**src/rtl/bch_pkg.sv**
```systemverilog
// rtl/bch_pkg.sv - BCH(63,56) syndrome constants, state type and GF(2^6) helpers
// Field is GF(2^6) over x^6+x+1; remainder divisor g(x)=x^7+x^6+x^2+1.
package bch_pkg;

   localparam int BCH_N  = 63;
   localparam int BCH_M  = 6;
   localparam int BCH_R  = 7;
   localparam int BCH_CW = $clog2(BCH_N);

   localparam logic [BCH_M-1:0] GF_PRIM = 6'b000011;
   localparam logic [BCH_R:0]   G_POLY  = 8'b1100_0101;

   typedef enum logic {
      ST_IDLE = 1'b0,
      ST_ACC  = 1'b1
   } bch_state_e;

   function automatic logic [BCH_M-1:0] gf_mul_a(input logic [BCH_M-1:0] x);
      logic [BCH_M-1:0] r;
      r = {x[BCH_M-2:0], 1'b0};
      if (x[BCH_M-1]) begin
         r = r ^ GF_PRIM;
      end
      return r;
   endfunction

   function automatic logic [BCH_M-1:0] gf_mul_a2(input logic [BCH_M-1:0] x);
      return gf_mul_a(gf_mul_a(x));
   endfunction

   // One LFSR division step: (r*x + b) mod g(x)
   function automatic logic [BCH_R-1:0] lfsr_step(input logic [BCH_R-1:0] r, input logic b);
      logic [BCH_R:0] t;
      t = {r, b};
      if (t[BCH_R]) begin
         t = t ^ G_POLY;
      end
      return t[BCH_R-1:0];
   endfunction

endpackage

```
**src/rtl/bch_syndrome_gen_if.sv**
```systemverilog
// rtl/bch_syndrome_gen_if.sv - serial codeword input and syndrome result bundle
// err_free exists only when BCH_ZERO_FLAG_EN is defined.
interface bch_syndrome_gen_if;
   import bch_pkg::*;

   logic             din;
   logic             din_valid;
   logic             sof;
   logic [BCH_R-1:0] S;
   logic [BCH_M-1:0] s1;
   logic [BCH_M-1:0] s2;
   logic             isEn3;
`ifdef BCH_ZERO_FLAG_EN
   logic             err_free;

   modport master (output din, din_valid, sof, input S, s1, s2, isEn3, err_free);
   modport slave  (input din, din_valid, sof, output S, s1, s2, isEn3, err_free);
`else
   modport master (output din, din_valid, sof, input S, s1, s2, isEn3);
   modport slave  (input din, din_valid, sof, output S, s1, s2, isEn3);
`endif

endinterface

```
**src/rtl/bch_horner_cell.sv**
```systemverilog
// rtl/bch_horner_cell.sv - serial Horner evaluator acc <= acc*a^POW ^ din over GF(2^6)
// acc_nxt exposes the value including the current bit so the top can latch a finished frame.
module bch_horner_cell
   import bch_pkg::*;
#(
   parameter int unsigned POW = 1
) (
   input  logic             clk,
   input  logic             rst_n,
   input  logic             en,
   input  logic             seed,
   input  logic             clr,
   input  logic             din,
   output logic [BCH_M-1:0] acc_nxt
);

   logic [BCH_M-1:0] acc_q;
   logic [BCH_M-1:0] acc_d;
   logic [BCH_M-1:0] acc_mul;

   generate
      if (POW == 2) begin : g_mul_a2
         assign acc_mul = gf_mul_a2(acc_q);
      end else begin : g_mul_a
         assign acc_mul = gf_mul_a(acc_q);
      end
   endgenerate

   always_comb begin
      acc_nxt = (seed ? '0 : acc_mul) ^ {{(BCH_M-1){1'b0}}, din};
      acc_d   = acc_q;
      if (clr) begin
         acc_d = '0;
      end else if (en) begin
         acc_d = acc_nxt;
      end
   end

   always_ff @(posedge clk or negedge rst_n) begin
      if (!rst_n) begin
         acc_q <= '0;
      end else begin
         acc_q <= acc_d;
      end
   end

endmodule

```
**src/rtl/bch_syndrome_gen.sv**
```systemverilog
// rtl/bch_syndrome_gen.sv - BCH(63,56) serial remainder/syndrome generator, strobes isEn3 per frame
// Optional BCH_ZERO_FLAG_EN adds a registered err_free flag (S==0 and s1==0).
module bch_syndrome_gen
   import bch_pkg::*;
(
   input  logic               clk,
   input  logic               rst_n,
   bch_syndrome_gen_if.slave  bus
);

   localparam logic [BCH_CW-1:0] LAST = BCH_CW'(BCH_N - 1);
   localparam logic [BCH_CW-1:0] ONE  = BCH_CW'(1);

   bch_state_e        state_q, state_d;
   logic [BCH_CW-1:0] count_q, count_d;
   logic [BCH_R-1:0]  accs_q, accs_d, accs_nxt;
   logic [BCH_R-1:0]  S_q, S_d;
   logic [BCH_M-1:0]  s1_q, s1_d, s1_nxt;
   logic [BCH_M-1:0]  s2_q, s2_d, s2_nxt;
   logic              isEn3_q, isEn3_d;
   logic              accept;
   logic              seed;
   logic              done;

   assign accept = bus.din_valid;
   // A new frame starts on sof, or on any accepted bit while idle.
   assign seed   = bus.sof | (state_q == ST_IDLE);

   always_comb begin
      state_d = state_q;
      count_d = count_q;
      done    = 1'b0;
      case (state_q)
         ST_IDLE: begin
            if (accept) begin
               state_d = ST_ACC;
               count_d = ONE;
            end
         end
         ST_ACC: begin
            if (accept) begin
               if (bus.sof) begin
                  count_d = ONE;
               end else if (count_q == LAST) begin
                  done    = 1'b1;
                  state_d = ST_IDLE;
                  count_d = '0;
               end else begin
                  count_d = count_q + ONE;
               end
            end
         end
      endcase
   end

   always_comb begin
      accs_nxt = lfsr_step(seed ? '0 : accs_q, bus.din);
      accs_d   = accs_q;
      if (done) begin
         accs_d = '0;
      end else if (accept) begin
         accs_d = accs_nxt;
      end
   end

   // Results latch the value including the final bit on the accepting edge.
   always_comb begin
      S_d     = S_q;
      s1_d    = s1_q;
      s2_d    = s2_q;
      isEn3_d = done;
      if (done) begin
         S_d  = accs_nxt;
         s1_d = s1_nxt;
         s2_d = s2_nxt;
      end
   end

   bch_horner_cell #(.POW(1)) u_s1_cell (
      .clk     (clk),
      .rst_n   (rst_n),
      .en      (accept),
      .seed    (seed),
      .clr     (done),
      .din     (bus.din),
      .acc_nxt (s1_nxt)
   );

   bch_horner_cell #(.POW(2)) u_s2_cell (
      .clk     (clk),
      .rst_n   (rst_n),
      .en      (accept),
      .seed    (seed),
      .clr     (done),
      .din     (bus.din),
      .acc_nxt (s2_nxt)
   );

   always_ff @(posedge clk or negedge rst_n) begin
      if (!rst_n) begin
         state_q <= ST_IDLE;
         count_q <= '0;
         accs_q  <= '0;
         S_q     <= '0;
         s1_q    <= '0;
         s2_q    <= '0;
         isEn3_q <= 1'b0;
      end else begin
         state_q <= state_d;
         count_q <= count_d;
         accs_q  <= accs_d;
         S_q     <= S_d;
         s1_q    <= s1_d;
         s2_q    <= s2_d;
         isEn3_q <= isEn3_d;
      end
   end

   assign bus.S     = S_q;
   assign bus.s1    = s1_q;
   assign bus.s2    = s2_q;
   assign bus.isEn3 = isEn3_q;

`ifdef BCH_ZERO_FLAG_EN
   logic err_free_q, err_free_d;

   always_comb begin
      err_free_d = err_free_q;
      if (done) begin
         err_free_d = (accs_nxt == '0) && (s1_nxt == '0);
      end
   end

   always_ff @(posedge clk or negedge rst_n) begin
      if (!rst_n) begin
         err_free_q <= 1'b0;
      end else begin
         err_free_q <= err_free_d;
      end
   end

   assign bus.err_free = err_free_q;
`endif

endmodule
```
**src/flat_wrapper.sv**
```systemverilog
// flat-port wrapper written by rule: the top's interface ports become plain ports
module bch_syndrome_gen_flat import bch_pkg::*;
  (clk, rst_n, bus_din, bus_din_valid, bus_sof, bus_S, bus_s1, bus_s2, bus_isEn3);
  bch_syndrome_gen_if bus_i ();
  input  logic clk;
  input  logic rst_n;
  input wire logic [$bits(bus_i.din)-1:0] bus_din;
  input wire logic [$bits(bus_i.din_valid)-1:0] bus_din_valid;
  input wire logic [$bits(bus_i.sof)-1:0] bus_sof;
  output wire logic [$bits(bus_i.S)-1:0] bus_S;
  output wire logic [$bits(bus_i.s1)-1:0] bus_s1;
  output wire logic [$bits(bus_i.s2)-1:0] bus_s2;
  output wire logic [$bits(bus_i.isEn3)-1:0] bus_isEn3;
  assign bus_i.din = bus_din;
  assign bus_i.din_valid = bus_din_valid;
  assign bus_i.sof = bus_sof;
  assign bus_S = bus_i.S;
  assign bus_s1 = bus_i.s1;
  assign bus_s2 = bus_i.s2;
  assign bus_isEn3 = bus_i.isEn3;
  bch_syndrome_gen u_core (.clk(clk), .rst_n(rst_n), .bus(bus_i));
endmodule
```
**config.mk**
```make
export PLATFORM = sky130hd
export DESIGN_NAME = bch_syndrome_gen_flat
export DESIGN_NICKNAME = d
export VERILOG_FILES = /design/src/rtl/bch_pkg.sv /design/src/rtl/bch_syndrome_gen_if.sv /design/src/rtl/bch_horner_cell.sv /design/src/rtl/bch_syndrome_gen.sv /design/src/flat_wrapper.sv
export SDC_FILE = /design/constraint.sdc
export NUM_CORES = 1
export LEC_CHECK = 0
export ABC_AREA = 1
export CORE_MARGIN = 5
export CORE_UTILIZATION = 40
export CTS_BUF_LIST = sky130_fd_sc_hd__clkbuf_8
export DETAILED_ROUTE_END_ITERATION = 8
export GPL_TIMING_DRIVEN = 0
export SYNTH_ARGS = -nofsm -noshare
export SYNTH_HDL_FRONTEND = slang
export SYNTH_HIERARCHICAL = 1
export SYNTH_SLANG_ARGS = --single-unit
```
**constraint.sdc**
```tcl
create_clock -name clk -period 4 [get_ports clk]
set_clock_uncertainty 0.15 [all_clocks]
set_input_delay 0.6 -clock clk [delete_from_list [all_inputs] [get_ports clk]]
set_output_delay 0.6 -clock clk [all_outputs]
set_load 0.01 [all_outputs]
```
==> summary.txt <==
Clk_lat worst skew: 0.30 ns
Yosys reg bits: 46
Top Ports: 25
Tmin final: 2.28 ns
Slew Limit Headroom: 0.628
Setup WS post-layout: 1.72 ns
First-pass GRT wire length: 7310 um
Die area: 6860 um^2
Routed Antenna Nets: 0
Adder-Cell Fraction of Synth Area: 0.0118
Vias per inst: 4.53
CTS buffer count: 5
Drc violations: 0
CTS Buffer Depth: 2
Diode count: 0
FMAX: 0.438 GHz
Cts hold-fix bufs: 0
Total Neg Setup Slack: 0 ns
Post-cts sizing count: 0
Cell taking the most area after synthesis: dfrtp_1
Fin crit share: 0.570
Fin. Hold Viols: 0
Seq/Total Area, Yosys: 0.542
Startpoint types: primary input
Crit path kind: primary input to flip-flop
Number of global-route vias before repair: 1593
Placed cell area: 2470 um^2
Final setup viols: 0
Drt first pass iters: 4
Fillers: 530
CP arrival: 2.33 ns
HP Class: primary input to async pin
Status: finished, final reports clean
Number of buffers and inverters on the critical path: 6
Most frequent cells in the layout: nand2_1 (102), dfrtp_1 (46), inv_1 (29)
Worst Setup End Kind: flip-flop
Crit-path max FO: 14
DP HPWL: 2880 um
Row cnt: 26
Largest stage delay, worst path: 0.40 ns
Post-Synthesis Net Count: 259
Synth Area in Compound Gates: 0.0689
Commonest non-fill, non-tap cell in the layout: nand2_1
CTS Root Cell: clkbuf_8
Top delay family on crit path: buffers and inverters
Main combinational cell family by area after synthesis: simple AND/OR/NAND/NOR gates
Largest net degree at the start of global routing: 25
Post-synthesis simple-gate area fraction: 0.281
Gr ovfl total: 0
Clock H-tree levels: 2
Placement Setup Slack: 1.38 ns
TritonCTS clock tree: built
Max cap viols: 0
Post-route design area: 2580 um^2
PortBufs: 24
Yosys synthesis warning count: 6
Placed Cells: 347
# clock sinks: 46
Die Width: 82.9 um
Layout cells sized above 1: 0.126
Synth area leaders: dfrtp_1 (54%), nand2_1 (18%), inv_1 (4.9%)
Final Power: 916 uW
Wirelength per Cell: 11.4 um
Final #Nets: 291
Cell Area, Synth: 2120 um^2
Fin. max-slew vios: 0
WP data required: 4.05 ns
Lkg Pwr: 0.00135 uW
Antenna violations before repair: 0
Distinct cells, synth: 26
Sequential standard cell area: 1150 um^2
Setup Fix Bufs, Post-CTS: 0
Clock slew at reported path FFs: 0.08 ns
Post-synthesis mux area share: 0
Drt total wl: 4060 um
Placer Congestion: 0.781
Starting Density: 0.413
Multi-input gate area: 803 um^2
Total GRT Usage: 0.131
Chip Height: 82.9 um
Non-Filler Instances: 355
PD cells: 355 nW/um^2
Critical Path, Cell by Cell: clkdlybuf4s50_1 > inv_1 > nand2_1 > nor2_4 > nand2_4 > inv_6 > buf_8 > inv_1 > nand2_1 > inv_1 > nand2_1 > o21ai_2
Via Count: 1609
Total core area: 5140 um^2
Syn avg cell area: 8.43 um^2
Unrepaired setup endpoints after global routing: no
Worst-Margin Slew: 0.557 ns
Area share of xor/xnor cells in the synthesized design: 0.0165
Peak supply drop: 0.225 mV
Critical path's slowest cell: clkdlybuf4s50_1
Area fraction of the dominant cell type after synthesis: 0.542
Area added between synthesis and finish: 21.7%
Post-Synthesis Cells: 252
Initial drt markers: 69
[report_power, final]
group	total, uW	switching, uW	internal, uW
clock network	342	158	184
registers	499	16.0	483
logic	75.7	48.7	27.0
[final cells by class]
type / instances / area share
Buffer: 4 / 0.0140
Clock buffer: 5 / 0.0266
Clock inverter: 3 / 0.0160
Inverter: 34 / 0.0513
Multi-Input combinational cell: 168 / 0.311
Sequential cell: 46 / 0.446
Tap cell: 70 / 0.0339
Timing Repair Buffer: 25 / 0.102
[Yosys cell counts, drive strengths merged]
| cell | number |
|---|---|
| nand2 | 106 |
| o21bai | 1 |
| o22ai | 2 |
| buf | 4 |
| dfrtp | 46 |
| nand4 | 3 |
| nor2 | 21 |
| nor3b | 1 |
| nand3 | 7 |
| xor2 | 2 |
| o21ai | 20 |
| inv | 34 |
| and2 | 1 |
| ha | 2 |
| xnor2 | 2 |
[sequential cells by signal, summed over array words and instances (netlist names)]
name,flops
u_core/accs_q,7
u_core/bus.S,7
u_core/bus.isEn3,1
u_core/bus.s1,6
u_core/bus.s2,6
u_core/count_q,6
u_core/state_q,1
u_core/u_s1_cell/acc_q,6
u_core/u_s2_cell/acc_q,6
[path summary, 6_finish.rpt]
kind                       cells past startpoint  slack, ns                 startpoint                         to
min reg2reg                                    2       0.33  u_core/u_s1_cell/acc_q[1]  u_core/u_s1_cell/acc_q[1]
max in group asynchronous                      2       3.06                      rst_n  u_core/u_s1_cell/acc_q[4]
max                                           12       1.72                    bus_sof  u_core/u_s2_cell/acc_q[3]
min                                            1       0.13                      rst_n           u_core/bus.s2[0]
min in group clk                               2       0.33  u_core/u_s1_cell/acc_q[1]  u_core/u_s1_cell/acc_q[1]
max reg2reg                                   10       2.11             u_core/state_q  u_core/u_s2_cell/acc_q[3]
[routing by layer]
metal  part of all wire  GRT usage
met1               0.48      0.166
met2               0.47      0.210
met3              0.035     0.0455
met4              0.010     0.0416
met5                  0          0
[kinds of logic after synthesis]
logic type,count (synthesis)
AOI/OAI and AO/OA,23
buffers and inverters,38
adders and majority gates,2
and+or+nand+nor,139
DFF,46
xor gates and xnor gates,4
[per-stage QoR]
stage	hold WS [ns]	utilization
global placement	0.315	0.477
CTS	0.151	0.503
detailed placement	0.314	0.481
global route	0.162	0.503
floorplan	0.154	-
finish	0.134	0.503
Note: power is estimated with default switching activity, not from simulation.
==> patch 1 (config.mk and constraints unchanged) <==
One comparison of `count_q` changes from == to >=.
--- a/src/rtl/bch_syndrome_gen.sv
+++ b/src/rtl/bch_syndrome_gen.sv
@@ -42,5 +42,5 @@
                if (bus.sof) begin
                   count_d = ONE;
-               end else if (count_q == LAST) begin
+               end else if (count_q >= LAST) begin
                   done    = 1'b1;
                   state_d = ST_IDLE;
Behaviour: same outputs for any inputs over 10 cycles, from zero or initial values and one cycle with rst_n low; that may be too few to reach the edited logic, so the function may still have changed.
==> patch 1 against the original RTL <==
Non-clock buffer count decreased by 1; count of clock-buffer cells in the layout increased by 1; core utilization decreased by 0.76 points; setup slack got worse by 0.23 ns; routed wire length decreased by 3.9%; total power decreased by 6.3%; maximum frequency decreased by 9.1%; sequential cell count unchanged; worst hold slack got worse by 0.011 ns; global-route usage increased by 0.40 points; cell area decreased by 2.8%; area after synthesis decreased by 2.1%; critical path type unchanged; critical endpoint unchanged.
==> patch 1: results (changes against the original RTL) <==
[grt]
grt_util_met3_pct=3.62  ; -0.94 points
pin_count_of_the_biggest_net_entering_global_routing=26  ; +4.0%
use_met2_pct=21.4  ; +0.41 points
wire_length_of_the_first_global_routing_pass_um=6960  ; -4.8%
first_global_vias=1507  ; -5.4%
met1_usage_pct=17.8  ; +1.2 points
grt_antenna_before_repair=0  ; unchanged
global_route.usage.total_pct=13.5  ; +0.40 points

[routing]
drt_pass1_iterations=4  ; unchanged
maxUsedRoutingLayer=met4
wirelength_met1_um=1910  ; -2.7%
totalWireLength_um=3900  ; -3.9%
detailedRoute.firstIterationViolations=72  ; +4.3%
num_vias=1580  ; -1.8%
wl_met3_um=149  ; +4.9%
route.met2.wl_um=1790  ; -6.4%
routed_wire_length_per_instance_um=11.2  ; -2.5%

[placement]
numPlacedInstances=342  ; -1.4%
place.gp.congestion=0.785  ; +0.45%
detailed_place.area_um2=2420  ; -2.1%
port_buffers=24  ; unchanged
post-dp-hpwl_um=2800  ; -2.8%
dpl_worst_slack_ns=1.15  ; -0.224 ns

[clocking]
total_of_cells_resized_after_clock_tree_synthesis=0  ; unchanged
cts.clk_slew.worst_paths_ns=0.08  ; about the same
cts_inserted_buffers=5  ; unchanged
ctsRootBufferMaster=clkbuf_8
clkLatencyLatePin_ns=0.29
cts_htree_levels=2  ; unchanged
clock_tree.buffer_depth=2  ; unchanged

[logic_synthesis]
synth_common_cells=nand2_1, dfrtp_1, inv_1
synth.yosys.seq_area_share_pct=55.4  ; +1.2 points
synth_async_sr_flop_share_pct=100  ; unchanged
post_synth_main_area_contributors=dfrtp_1, nand2_1, inv_1
synthFlopType=dfrtp_1
synthDistinctLibCells=28  ; +7.7%
yosysWarnings=6  ; unchanged
synthCells=247  ; -2.0%

[final_layout]
insertedDiodeCount=0  ; unchanged
finish.net_count=286  ; -1.7%
post_route_cells_drive_above_1_share_pct=10.0  ; -2.6 points

[pwr]
static-leakage-power_uw=0.00132  ; -2.0%
peakVddDrop_mv=0.147  ; -35%

[critical_path]
max_stage_delay_ns=0.76  ; +0.36 ns
critical_path.top_delay_family=buffers and inverters
path_max_fanout=14  ; unchanged
arrival_ns=2.55  ; +0.22 ns

[timing]
timing.max_slew.rel_slack_pct=65.7  ; +2.9 points

[status]
run_status=finished clean

[hold_path]
worst_hold_path_type=in2async

patch 1: changes by cell type after synthesis, sizes merged, moves of 2 or more:
| cell | change |
|---|---|
| o21ai | -3 |
| inv | -3 |
| nand2 | +2 |
| nand3 | +2 |
| nor2 | -6 |
patch 1: logic make-up (layout without fill, tap and decap cells):
logic type / after synthesis / in the layout / share of synthesized area (%)
XOR/XNOR: 5 / 5 / 2.11
buffers and inverters: 35 / 68 / 6.98
adder cells (fa/ha/maj): 2 / 2 / 1.20
AO/OA/AOI/OAI: 21 / 21 / 5.48
AND/OR/NAND/NOR: 138 / 138 / 28.8
flip-flops: 46 / 46 / 55.4
patch 1: where the power goes:
part / internal, uW / switching (uW) / total, uW / leakage [uW]
combinational: 27.5 / 49.1 / 76.7 / 0.000645
sequential: 482 / 15.0 / 497 / 0.000623
clock: 137 / 148 / 285 / 0.0000524
patch 1: layout make-up:
cell class	instances	area (um^2)
Fill cell	533	2560
Sequential cell	46	1150
Multi-Input combinational cell	166	782
Timing Repair Buffer	25	255
Inverter	32	124
Tap cell	70	87.6
Clock buffer	6	82.6
Buffer	3	21.3
Clock inverter	2	8.76
patch 1: path summary, 6_finish.rpt:
kind	cells after the start	endpoint	startpoint	slack, ns
max	11	u_core/u_s2_cell/acc_q[3]	bus_din_valid	1.49
min in group clk	2	u_core/bus.S[0]	u_core/bus.S[0]	0.33
min reg2reg	2	u_core/bus.S[0]	u_core/bus.S[0]	0.33
max in group asynchronous	2	u_core/u_s2_cell/acc_q[5]	rst_n	3.07
max reg2reg	9	u_core/u_s1_cell/acc_q[3]	u_core/count_q[0]	1.90
min	1	u_core/bus.S[5]	rst_n	0.12
==> patch 2 (same settings) <==
Made on the original files. Change the package constant `BCH_M` from 6 to 3.
--- a/src/rtl/bch_pkg.sv
+++ b/src/rtl/bch_pkg.sv
@@ -4,5 +4,5 @@
 
    localparam int BCH_N  = 63;
-   localparam int BCH_M  = 6;
+   localparam int BCH_M  = 3;
    localparam int BCH_R  = 7;
    localparam int BCH_CW = $clog2(BCH_N);
Ports: changed (resized bus_s1 and bus_s2); port bits go from 25 to 19. No check against the original RTL was run, so the function may have changed too.
==> patch 2 against the original RTL <==
Total power down 24%; synthesized cell count down 23%; sequential cell count down 12; setup slack better by 0.24 ns; critical endpoint is now u_core/u_s1_cell/acc_q[0]; area after synthesis down 25%; highest routed layer unchanged; worst hold slack better by 0.094 ns; routed wire length down 26%; largest cell class unchanged; cell count down 24%; sequential power down 24%; cell area down 26%; count of clock-buffer cells in the layout up 1; sequential share of layout area down 0.22 points.
==> patch 2: results (changes against the original RTL) <==
[grt]
wire_length_of_the_first_global_routing_pass_um=5580  ; -24%
pin_count_of_the_biggest_net_entering_global_routing=35  ; +40%
globalRoute.totalOverflow=0  ; unchanged
global_route.usage.total_pct=13.5  ; +0.37 points
grt_antenna_before_repair=0  ; unchanged

[pwr]
peakVddDrop_mv=0.221  ; -2.0%
pwr_density_cell_nw_per_um2=365  ; +3.0%
static-leakage-power_uw=0.000975  ; -28%

[final_layout]
post_route_cells_drive_above_1_share_pct=8.68  ; -4.0 points
nNonClkInverters=20  ; -41%
clock_buffers_and_inverters_area_share_pct=4.76  ; +0.50 points
insertedDiodeCount=0  ; unchanged
multi_input_area_share_pct=32.9  ; +1.8 points
finalNonFillerCells=269  ; -24%
buf_share_pct=10.2  ; -1.3 points
finish.net_count=225  ; -23%
clkbuf_count=6  ; +1
multi_input_combinational_cell_count=136  ; -19%
seq_area_um2=851  ; -26%
fillers=383  ; -28%
num-nonclk-buffers=21  ; -28%

[placement]
detailed_place.area_um2=1830  ; -26%
dpl_worst_slack_ns=1.64  ; +0.262 ns
port_buffers=18  ; -25%
place.gp.congestion=0.799  ; +2.3%
post-dp-hpwl_um=2100  ; -27%
numPlacedInstances=261  ; -25%

[logic_synthesis]
synthDistinctLibCells=24  ; -7.7%
synth_common_cells=nand2_1, dfrtp_1, nor2_1
synth.yosys.seq_area_share_pct=53.5  ; -0.71 points
post_synthesis_net_count=200  ; -23%
post_synth_main_area_contributors=dfrtp_1, nand2_1, nor2_1
synthFlopType=dfrtp_1
synthCells=193  ; -23%
synth_async_sr_flop_share_pct=100  ; unchanged

[status]
run_status=finished clean

[routing]
routed_wire_length_per_instance_um=11.1  ; -2.8%
detailedRoute.firstIterationViolations=51  ; -26%
num_vias=1227  ; -24%
drt_pass1_iterations=4  ; unchanged

[critical_path]
max_stage_delay_ns=0.58  ; +0.18 ns
arrival_ns=2.11  ; -0.22 ns
critical_path.top_delay_family=buffers and inverters
path_max_fanout=14  ; unchanged

[timing]
timing.max_slew.rel_slack_pct=50.7  ; -12 points
fin_setup_tns_ns=0  ; unchanged

[clocking]
cts_sinks=34  ; -26%
ctsRootBufferMaster=clkbuf_8
cts.clk_slew.worst_paths_ns=0.07
total_of_cells_resized_after_clock_tree_synthesis=0  ; unchanged
clkLatencyLatePin_ns=0.28  ; -0.02 ns

[floorplan]
die_area_um2=5340  ; -22%

[hold_path]
worst_hold_path_type=in2async

==> patch 2: cell count changes in the layout (fill, tap and decap cells not counted), moves of 5 or more <==
cell | before | now
nor2_1 | 16 | 21
inv_1 | 29 | 19
clkdlybuf4s50_1 | 23 | 17
nand3_1 | 6 | 11
o21ai_2 | 7 | 1
nand2_1 | 102 | 72
dfrtp_1 | 46 | 34
==> patch 2: routing by layer <==
metal  global-route usage (%)  vias up  routed length, um
met5                        0        -                  0
li1                         -      647                  -
met4                     4.30        0                 52
met1                     16.8      556               1440
met2                     22.1       19               1380
met3                     4.13        5                124
==> patch 2: worst reg2reg max path, cell delays in order, from the launching register on <==
cell and delay, ns:
dfrtp_1 0.40, inv_1 0.06, ha_1 0.18, nand2_1 0.11, nor2_4 0.06, nand2_2 0.06, buf_6 0.16, clkinv_8 0.09
nor2_1 0.21, nand3_1 0.11, nand2_1 0.07
==> patch 2: final timing paths <==
path                                   start                        end  slack [ns]
min reg2reg                 u_core/bus.s1[1]           u_core/bus.s1[1]        0.32
max reg2reg                u_core/count_q[0]  u_core/u_s1_cell/acc_q[0]        2.27
max                            bus_din_valid  u_core/u_s1_cell/acc_q[0]        1.96
max in group asynchronous              rst_n          u_core/count_q[2]        3.00
min in group clk            u_core/bus.s1[1]           u_core/bus.s1[1]        0.32
min                                    rst_n            u_core/bus.S[6]        0.23
==> patch 2: where the power goes <==
part | leakage, uW | internal [uW] | switching, uW
Combinational | 0.000469 | 25.3 | 40.9
Sequential | 0.000453 | 362 | 18.2
Clock | 0.0000524 | 136 | 118
==> patch 2: logic make-up after synthesis <==
group	after synthesis	share of synthesized area [%]
buffers and inverters	23	6.84
AOI/OAI and AO/OA	14	4.72
and+or+nand+nor	116	31.2
DFF	34	53.5
adders and majority gates	2	1.57
xor gates and xnor gates	4	2.20
